<file path="src/rtl/if_fetch_queue.sv">
// Instruction fetch front end: issues in-order fetch requests, tracks in-flight
// addresses, drops stale responses after redirects and buffers words for decode.
module if_fetch_queue #(
  parameter int unsigned IQ_DEPTH = 4,
  parameter int unsigned MAX_OUT  = 2,
  parameter logic [31:0] RESET_PC = 32'hbfc00000
) (
  input  logic        clk,
  input  logic        reset,
  output logic        inst_sram_req,
  output logic        inst_sram_wr,
  output logic [1:0]  inst_sram_size,
  output logic [3:0]  inst_sram_wstrb,
  output logic [31:0] inst_sram_addr,
  output logic [31:0] inst_sram_wdata,
  input  logic        inst_sram_addr_ok,
  input  logic        inst_sram_data_ok,
  input  logic [31:0] inst_sram_rdata,
  input  logic        redirect_valid,
  input  logic [31:0] redirect_pc,
  input  logic        ds_allowin,
  output logic        fs_to_ds_valid,
  output logic [96:0] fs_to_ds_bus
);

  localparam int unsigned OW = $clog2(MAX_OUT + 1);
  localparam int unsigned TW = (MAX_OUT > 1) ? $clog2(MAX_OUT) : 1;
  localparam int unsigned AW = $clog2(IQ_DEPTH);
  localparam int unsigned QW = $clog2(IQ_DEPTH + 1);
  localparam int unsigned CW = $clog2(IQ_DEPTH + MAX_OUT + 1);

  typedef struct packed {
    logic [31:0] badvaddr;
    logic        adel;
    logic [31:0] inst;
    logic [31:0] pc;
  } iq_entry_t;

  logic [31:0]   fetch_pc;
  logic [OW-1:0] out_cnt;
  logic [OW-1:0] disc_cnt;
  logic          halt;
  logic [31:0]   tag_mem [MAX_OUT];
  logic [TW-1:0] tag_wp;
  logic [TW-1:0] tag_rp;
  iq_entry_t     iq_mem [IQ_DEPTH];
  logic [AW-1:0] iq_wp;
  logic [AW-1:0] iq_rp;
  logic [QW-1:0] iq_cnt;

  logic          misaligned;
  logic          issue;
  logic          resp;
  logic          resp_keep;
  logic          adel_enq;
  logic          enq;
  logic          deq;
  logic [CW-1:0] credit_used;
  iq_entry_t     enq_entry;

  function automatic logic [TW-1:0] tag_next(input logic [TW-1:0] p);
    return (p == TW'(MAX_OUT - 1)) ? '0 : p + TW'(1);
  endfunction

  assign inst_sram_wr    = 1'b0;
  assign inst_sram_size  = 2'h2;
  assign inst_sram_wstrb = 4'h0;
  assign inst_sram_wdata = 32'h0;
  assign inst_sram_addr  = fetch_pc;
  assign fs_to_ds_valid  = (iq_cnt != '0);
  assign fs_to_ds_bus    = iq_mem[iq_rp];

  // Credit counts words already owed to the queue so a response always finds room.
  always_comb begin
    credit_used   = CW'(out_cnt) - CW'(disc_cnt) + CW'(iq_cnt);
    misaligned    = (fetch_pc[1:0] != 2'b00);
    inst_sram_req = !reset && !halt && !redirect_valid && !misaligned &&
                    (out_cnt < OW'(MAX_OUT)) && (credit_used < CW'(IQ_DEPTH));
    issue         = inst_sram_req && inst_sram_addr_ok;
    resp          = inst_sram_data_ok;
    resp_keep     = resp && (disc_cnt == '0) && !redirect_valid;
    adel_enq      = !redirect_valid && !halt && misaligned &&
                    (out_cnt == disc_cnt) && (iq_cnt < QW'(IQ_DEPTH));
    enq           = resp_keep || adel_enq;
    deq           = fs_to_ds_valid && ds_allowin && !redirect_valid;
  end

  always_comb begin
    enq_entry = '0;
    if (adel_enq) begin
      enq_entry.badvaddr = fetch_pc;
      enq_entry.adel     = 1'b1;
      enq_entry.pc       = fetch_pc;
    end else begin
      enq_entry.inst = inst_sram_rdata;
      enq_entry.pc   = tag_mem[tag_rp];
    end
  end

  // Control state; a redirect overrides every other update in its cycle.
  always_ff @(posedge clk) begin
    if (reset) begin
      fetch_pc <= RESET_PC;
      out_cnt  <= '0;
      disc_cnt <= '0;
      halt     <= 1'b0;
      tag_wp   <= '0;
      tag_rp   <= '0;
      iq_wp    <= '0;
      iq_rp    <= '0;
      iq_cnt   <= '0;
    end else if (redirect_valid) begin
      fetch_pc <= redirect_pc;
      halt     <= 1'b0;
      iq_wp    <= '0;
      iq_rp    <= '0;
      iq_cnt   <= '0;
      out_cnt  <= out_cnt - OW'(resp);
      disc_cnt <= out_cnt - OW'(resp);
      if (resp) tag_rp <= tag_next(tag_rp);
    end else begin
      if (issue) begin
        fetch_pc <= fetch_pc + 32'd4;
        tag_wp   <= tag_next(tag_wp);
      end
      if (resp) begin
        tag_rp <= tag_next(tag_rp);
        if (disc_cnt != '0) disc_cnt <= disc_cnt - OW'(1);
      end
      out_cnt <= out_cnt + OW'(issue) - OW'(resp);
      if (adel_enq) halt <= 1'b1;
      if (enq) iq_wp <= iq_wp + AW'(1);
      if (deq) iq_rp <= iq_rp + AW'(1);
      iq_cnt <= iq_cnt + QW'(enq) - QW'(deq);
    end
  end

  // Storage arrays carry no reset; their pointers define validity.
  always_ff @(posedge clk) begin
    if (issue) tag_mem[tag_wp] <= fetch_pc;
    if (enq)   iq_mem[iq_wp]   <= enq_entry;
  end

endmodule

</file>
<file path="config.mk">
export PLATFORM = sky130hd
export DESIGN_NAME = if_fetch_queue
export DESIGN_NICKNAME = d
export VERILOG_FILES = /design/src/rtl/if_fetch_queue.sv
export SDC_FILE = /design/constraint.sdc
export NUM_CORES = 1
export LEC_CHECK = 0
export CORE_MARGIN = 8
export CORE_UTILIZATION = 56
export CTS_CLUSTER_SIZE = 30
export DETAILED_ROUTE_END_ITERATION = 12
export PLACE_DENSITY = 0.87
export SYNTH_ARGS = -nofsm -noshare
export SYNTH_HDL_FRONTEND = slang
export SYNTH_SLANG_ARGS = --single-unit
</file>
<file path="constraint.sdc">
create_clock -name clk -period 6.8 [get_ports clk]
set_input_delay 1.36 -clock clk [delete_from_list [all_inputs] [get_ports clk]]
set_output_delay 1.36 -clock clk [all_outputs]
set_load 0.01 [all_outputs]
</file>
==> results.toml, run 1 <==
[placed_design]
dpl_worst_slack_ns = 2.08
place_inst = 1731
post_dp_cell_area_mm2 = 0.0224
dpl.hpwl_um = 27600
place.gp.congestion = 0.886
port_buffers = 200

[job]
maxCapViolCount = 0

[sta]
relSlewSlack = 0.192
fin_worst_skew_ns = 0.0138
rsz0062_at_grt = "false"
tightest_slew_ns = 1.21
final-setup-viol-count = 0
setup_tns_ns = 0
period_share = 0.700
worst_slack_ns = 2.04
post-route-min-period_ns = 4.76
hold_violations = 0
drv_slew = 0
fmax_ghz = 0.210

[worst_setup_path]
crit_type = "flop to output port"
cp_max_fo = 5
arrival_ns = 3.40
worst_ep_required_time_ns = 5.44
crit_path_start_kind = "flop"
r2r_slack_ns = 2.37
critPathCaptureType = "output port"

[synth]
synth_cells = 1117
ys_top_cells_by_area = "edfxtp_1, mux4_2, dfxtp_1"
syn_area_per_cell_um2 = 18.0
ys_ff_latch = 501
synth_seq_area_share = 0.724
netlist_area_mm2 = 0.0201
yosys.area.top_type_share = 0.675
synthFlopType = "edfxtp_1"
synth_most_common_cell = "edfxtp_1"
synth.largest_area_cell = "edfxtp_1"
synth_cell_types = 57
synth_common_cells = "edfxtp_1, mux4_2, dfxtp_1"
synth_edf_count = 452
async_reset_ff_frac = 0
yosys_warnings = 0

[final_layout]
nets = 1405
design_area_mm2 = 0.0238
n_antenna_cell = 0
area_delta_synth_final_pct = 18.6
drive_above_1_share = 0.142
stdcell_count = 1815

[global_routing]
antenna_found_initial = 0
grt_pass1_wl_um = 67300
overflow = 0
grt_pass1_vias = 11200
gr-usage-all-layers = 0.208
grt_max_degree = 98

[detailed_routing]
ant_nets = 0
drtPass1Iterations = 5
route.detailed.drc = 0
wl_per_cell_um = 24.2
vias_per_cell = 5.98
vias = 10900
drt_iter0_markers = 812
wirelength_um = 43900

[hold_path]
worstHoldPathType = "flop to flop"

[die]
pin_count = 240
die_h_um = 205
die_area_mm2 = 0.0422
core_mm2 = 0.0355
start_util = 0.567
num_rows = 69
die_w_um = 205

[run_status]
outcome = "complete, no violations"

[clocking]
h-tree-depth = 2
cts_tree = "built"
clk_pin_slew_ns = 0.06
insertion_delay_ns = 0.55
ctsResizeCount = 0
post_cts_buffers = 0
root_buffer = "clkbuf_16"
clockBufferDepth = 3
numCtsBuffers = 47
clock-sinks = 501
cts_hold_buf = 0

[pwr]
powerDensity_mw_per_mm2 = 278
worst_ir_drop_vdd_v = 0.000154
p_total_mw = 6.62
power_leakage_nw = 7.58
-- power by group --
group	internal (mW)	total (mW)	leakage, nW	switching (mW)
clock	1.37	2.42	0.688	1.05
combinational	0.302	0.631	2.44	0.329
sequential	3.49	3.56	4.45	0.0721
total	5.16	6.62	7.58	1.45
-- cells in the final DEF, fill, tap and decap left out, drive strengths merged, types with 16 or more instances in the layout --
master         netlist  routed
buf                 65      16
clkinv               0      25
dfxtp               49      49
clkbuf              33      52
nor2b               33      33
inv                 22      23
edfxtp             452     452
clkdlybuf4s50        0     198
mux2i               35      35
and2                35      35
conb                 2      39
nor2                29      29
nand2               27      27
o21bai              35      35
a21oi               24      24
mux4                97      97
-- metal layers --
layer | up-vias | wire [µm] | track usage
met5 | - | 0 | 0
met4 | 0 | 1010 | 0.0605
met3 | 72 | 3580 | 0.0362
met2 | 531 | 21800 | 0.343
met1 | 5514 | 17500 | 0.283
li1 | 4744 | - | -
-- stage by stage --
step           hold slack [ns]   util
2_1_floorplan            0.455      -
3_3_place_gp             0.496  0.632
3_5_place_dp             0.499  0.632
4_1_cts                  0.515  0.672
5_1_grt                  0.543  0.672
6_report                 0.529  0.672
-- flip-flops by register name, indices dropped and copies added (netlist names), named ones only --
name,flops
iq_mem,388
out_cnt,2
disc_cnt,2
halt,1
tag_mem,64
inst_sram_addr,32
iq_cnt,3
iq_wp,2
iq_rp,2
tag_rp,1
tag_wp,1
-- final timing paths --
path	start	endpoint	cells after the start
min reg2reg	halt	halt	2
max	out_cnt[1]	inst_sram_req	9
max reg2reg	out_cnt[1]	out_cnt[1]	15
min	halt	halt	2
-- area by class of cell --
class	instances	area (µm²)
Timing Repair Buffer	214	2110
Multi-Input combinational cell	533	5100
Sequential cell	501	14600
Inverter	22	82.6
Tap cell	461	577
Clock inverter	32	221
Fill cell	2301	11600
Clock buffer	52	1190
-- critical path, cell delays in order, from the launching register on --
cell             delay [ns]
dfxtp_1                0.45
inv_1                  0.11
fa_1                   0.53
inv_1                  0.05
ha_1                   0.27
and3b_1                0.19
or3_1                  0.40
and3_1                 0.22
and2_1                 0.16
clkdlybuf4s50_1        0.48
-- cells by family (layout without fill, tap and decap cells) --
group	after synthesis	in the layout	share of synthesized area
DFF	501	501	0.724
and+or+nand+nor	206	206	0.0579
muxes	132	132	0.126
AOI/OAI and AO/OA	125	125	0.0438
buffers and inverters	120	320	0.0308
adders and majority gates	16	16	0.0107
xor gates and xnor gates	15	15	0.00653
other	2	39	0.000373
(Power assumes the default switching activity.)
==> run 2, diff against run 1 <==
clock period = 4.5 ns   (was 6.8 ns; I/O delays follow)
==> run 2 against run 1 <==
Compared with the run above:
- setup slack worse by 1.8 ns
- clock power is 63% higher
- non-clock buffer count is 8 higher
- critical path depth stayed put
- combinational power is 53% higher
- highest routed layer unchanged
==> results.toml, run 2 (same netlist as run 1, synthesis figures left out) <==
[worst_setup_path]
worst_ep_required_time_ns = 3.60
crit_path_start_kind = "flop"
rr_startpoint = "out_cnt[1]"
r2r_end = "out_cnt[1]"
arrival_ns = 3.37
crit_family = "simple AND/OR/NAND/NOR gates"
max_stage_delay_ns = 0.54
critPathCaptureType = "output port"
crit_type = "flop to output port"
r2r_slack_ns = 1.02
cp_max_fo = 5
worstRegToRegCells = 15
cp_common_cell = "inv_1"
cp-startpoint = "out_cnt[1]"
critPathSlowestCell = "fa_1"
path_buf_inv = 3
crit_chain = "inv_1 -> fa_1 -> inv_1 -> ha_1 -> and3b_1 -> or3_1 -> and3_1 -> and2_1 -> clkdlybuf4s50_1"

[clocking]
numCtsBuffers = 48
h-tree-depth = 2
post_cts_buffers = 0
ctsResizeCount = 0
clockBufferDepth = 3
cts_tree = "built"
clock-sinks = 501
insertion_delay_ns = 0.56
clk_pin_slew_ns = 0.07
cts_hold_buf = 0
root_buffer = "clkbuf_16"

[hold_path]
hp-start = "halt"
worstHoldPathType = "flop to flop"
holdPathStages = 2
whs_endpoint = "halt"

[run_status]
outcome = "complete, no violations"

[global_routing]
antenna_found_initial = 1
gr-usage-all-layers = 0.206
grt_max_degree = 96
overflow = 0
grt_pass1_vias = 11400
grt_pass1_wl_um = 66400

[sta]
worst_slack_ns = 0.234
post-route-min-period_ns = 4.27
drv_slew = 0
rsz0062_at_grt = "false"
relSlewSlack = 0.224
hold_violations = 0
period_share = 0.948
fin_worst_skew_ns = 0.0217
setup_tns_ns = 0
fmax_ghz = 0.234
hold_ws_ns = 0.508
final-setup-viol-count = 0
tightest_slew_ns = 1.16

[final_layout]
drive_above_1_share = 0.154
final_common_cell = "edfxtp_1"
largest_reg_flops = 388
nets = 1414
regMostFlops = "iq_mem"
area_delta_synth_final_pct = 20.2
mostFrequentLayoutCells = "edfxtp_1, clkdlybuf4s50_1, mux4_2"
fillers = 2223

[pwr]
powerDensity_mw_per_mm2 = 425
power_leakage_nw = 7.71
worst_ir_drop_vdd_v = 0.000270

[die]
die_w_um = 205
num_rows = 69
core_mm2 = 0.0355
pin_count = 240
start_util = 0.567
die_h_um = 205
die_area_mm2 = 0.0422

[detailed_routing]
vias = 10800
wirelength_um = 43500
wl_per_cell_um = 23.8
route.detailed.drc = 0
drtPass1Iterations = 7
ant_nets = 0
vias_per_cell = 5.87
drt_iter0_markers = 884

[placed_design]
dpl.hpwl_um = 27200
dpl_worst_slack_ns = 0.585
port_buffers = 200
place.gp.congestion = 0.873

[job]
maxCapViolCount = 0
-- run 2: cell count changes in the layout (fill, tap and decap cells not counted), sizes merged --
cell / delta
clkinvlp: +4
inv: +2
buf: +7
clkdlybuf4s50: +1
clkbuf: +11
clkinv: -11
diode: +1
-- run 2: worst max path at each step --
stage,to,cells after the start
2_1_floorplan,tag_mem[0][0],10
3_3_place_gp,iq_cnt[2],12
3_5_place_dp,iq_cnt[2],12
4_1_cts,inst_sram_req,9
5_1_grt,inst_sram_req,9
6_report,inst_sram_req,9
-- run 2: routing by layer --
metal,global-route usage,vias to the layer above,part of all wire
li1,-,4793,-
met1,0.268,5435,0.41
met2,0.345,453,0.49
met3,0.0436,70,0.072
met4,0.0620,0,0.024
met5,0,-,0
-- run 2: layout make-up --
cell class	instances	area, µm²	area share
repair buffers	222	2260	0.0936
flip-flops and latches	501	14600	0.603
diodes	1	2.50	0.000104
multi-input cells	533	5100	0.211
clock inverters	27	230	0.00953
well taps	461	577	0.0239
clock buffers	63	1350	0.0558
inverters	22	82.6	0.00342
-- run 2: power breakdown --
part | switching, mW | internal (mW)
logic | 0.501 | 0.462
registers | 0.0918 | 5.27
clock network | 1.65 | 2.29
total | 2.25 | 8.03
-- run 2: worst min-delay path, cell delays in order (launching register included) --
cell,delay [ns]
dfxtp_1,0.33
nor2_1,0.10
nor2_1,0.04
-- run 2: through the flow --
step	std cells	area, µm²	utilization	total power, mW
floorplan	1154	20300	-	5.96
global placement	1739	22600	0.636	6.40
detailed placement	1739	22600	0.636	6.44
CTS	1829	24200	0.681	10.4
global route	1829	24200	0.681	10.6
finish	1830	24200	0.681	10.3
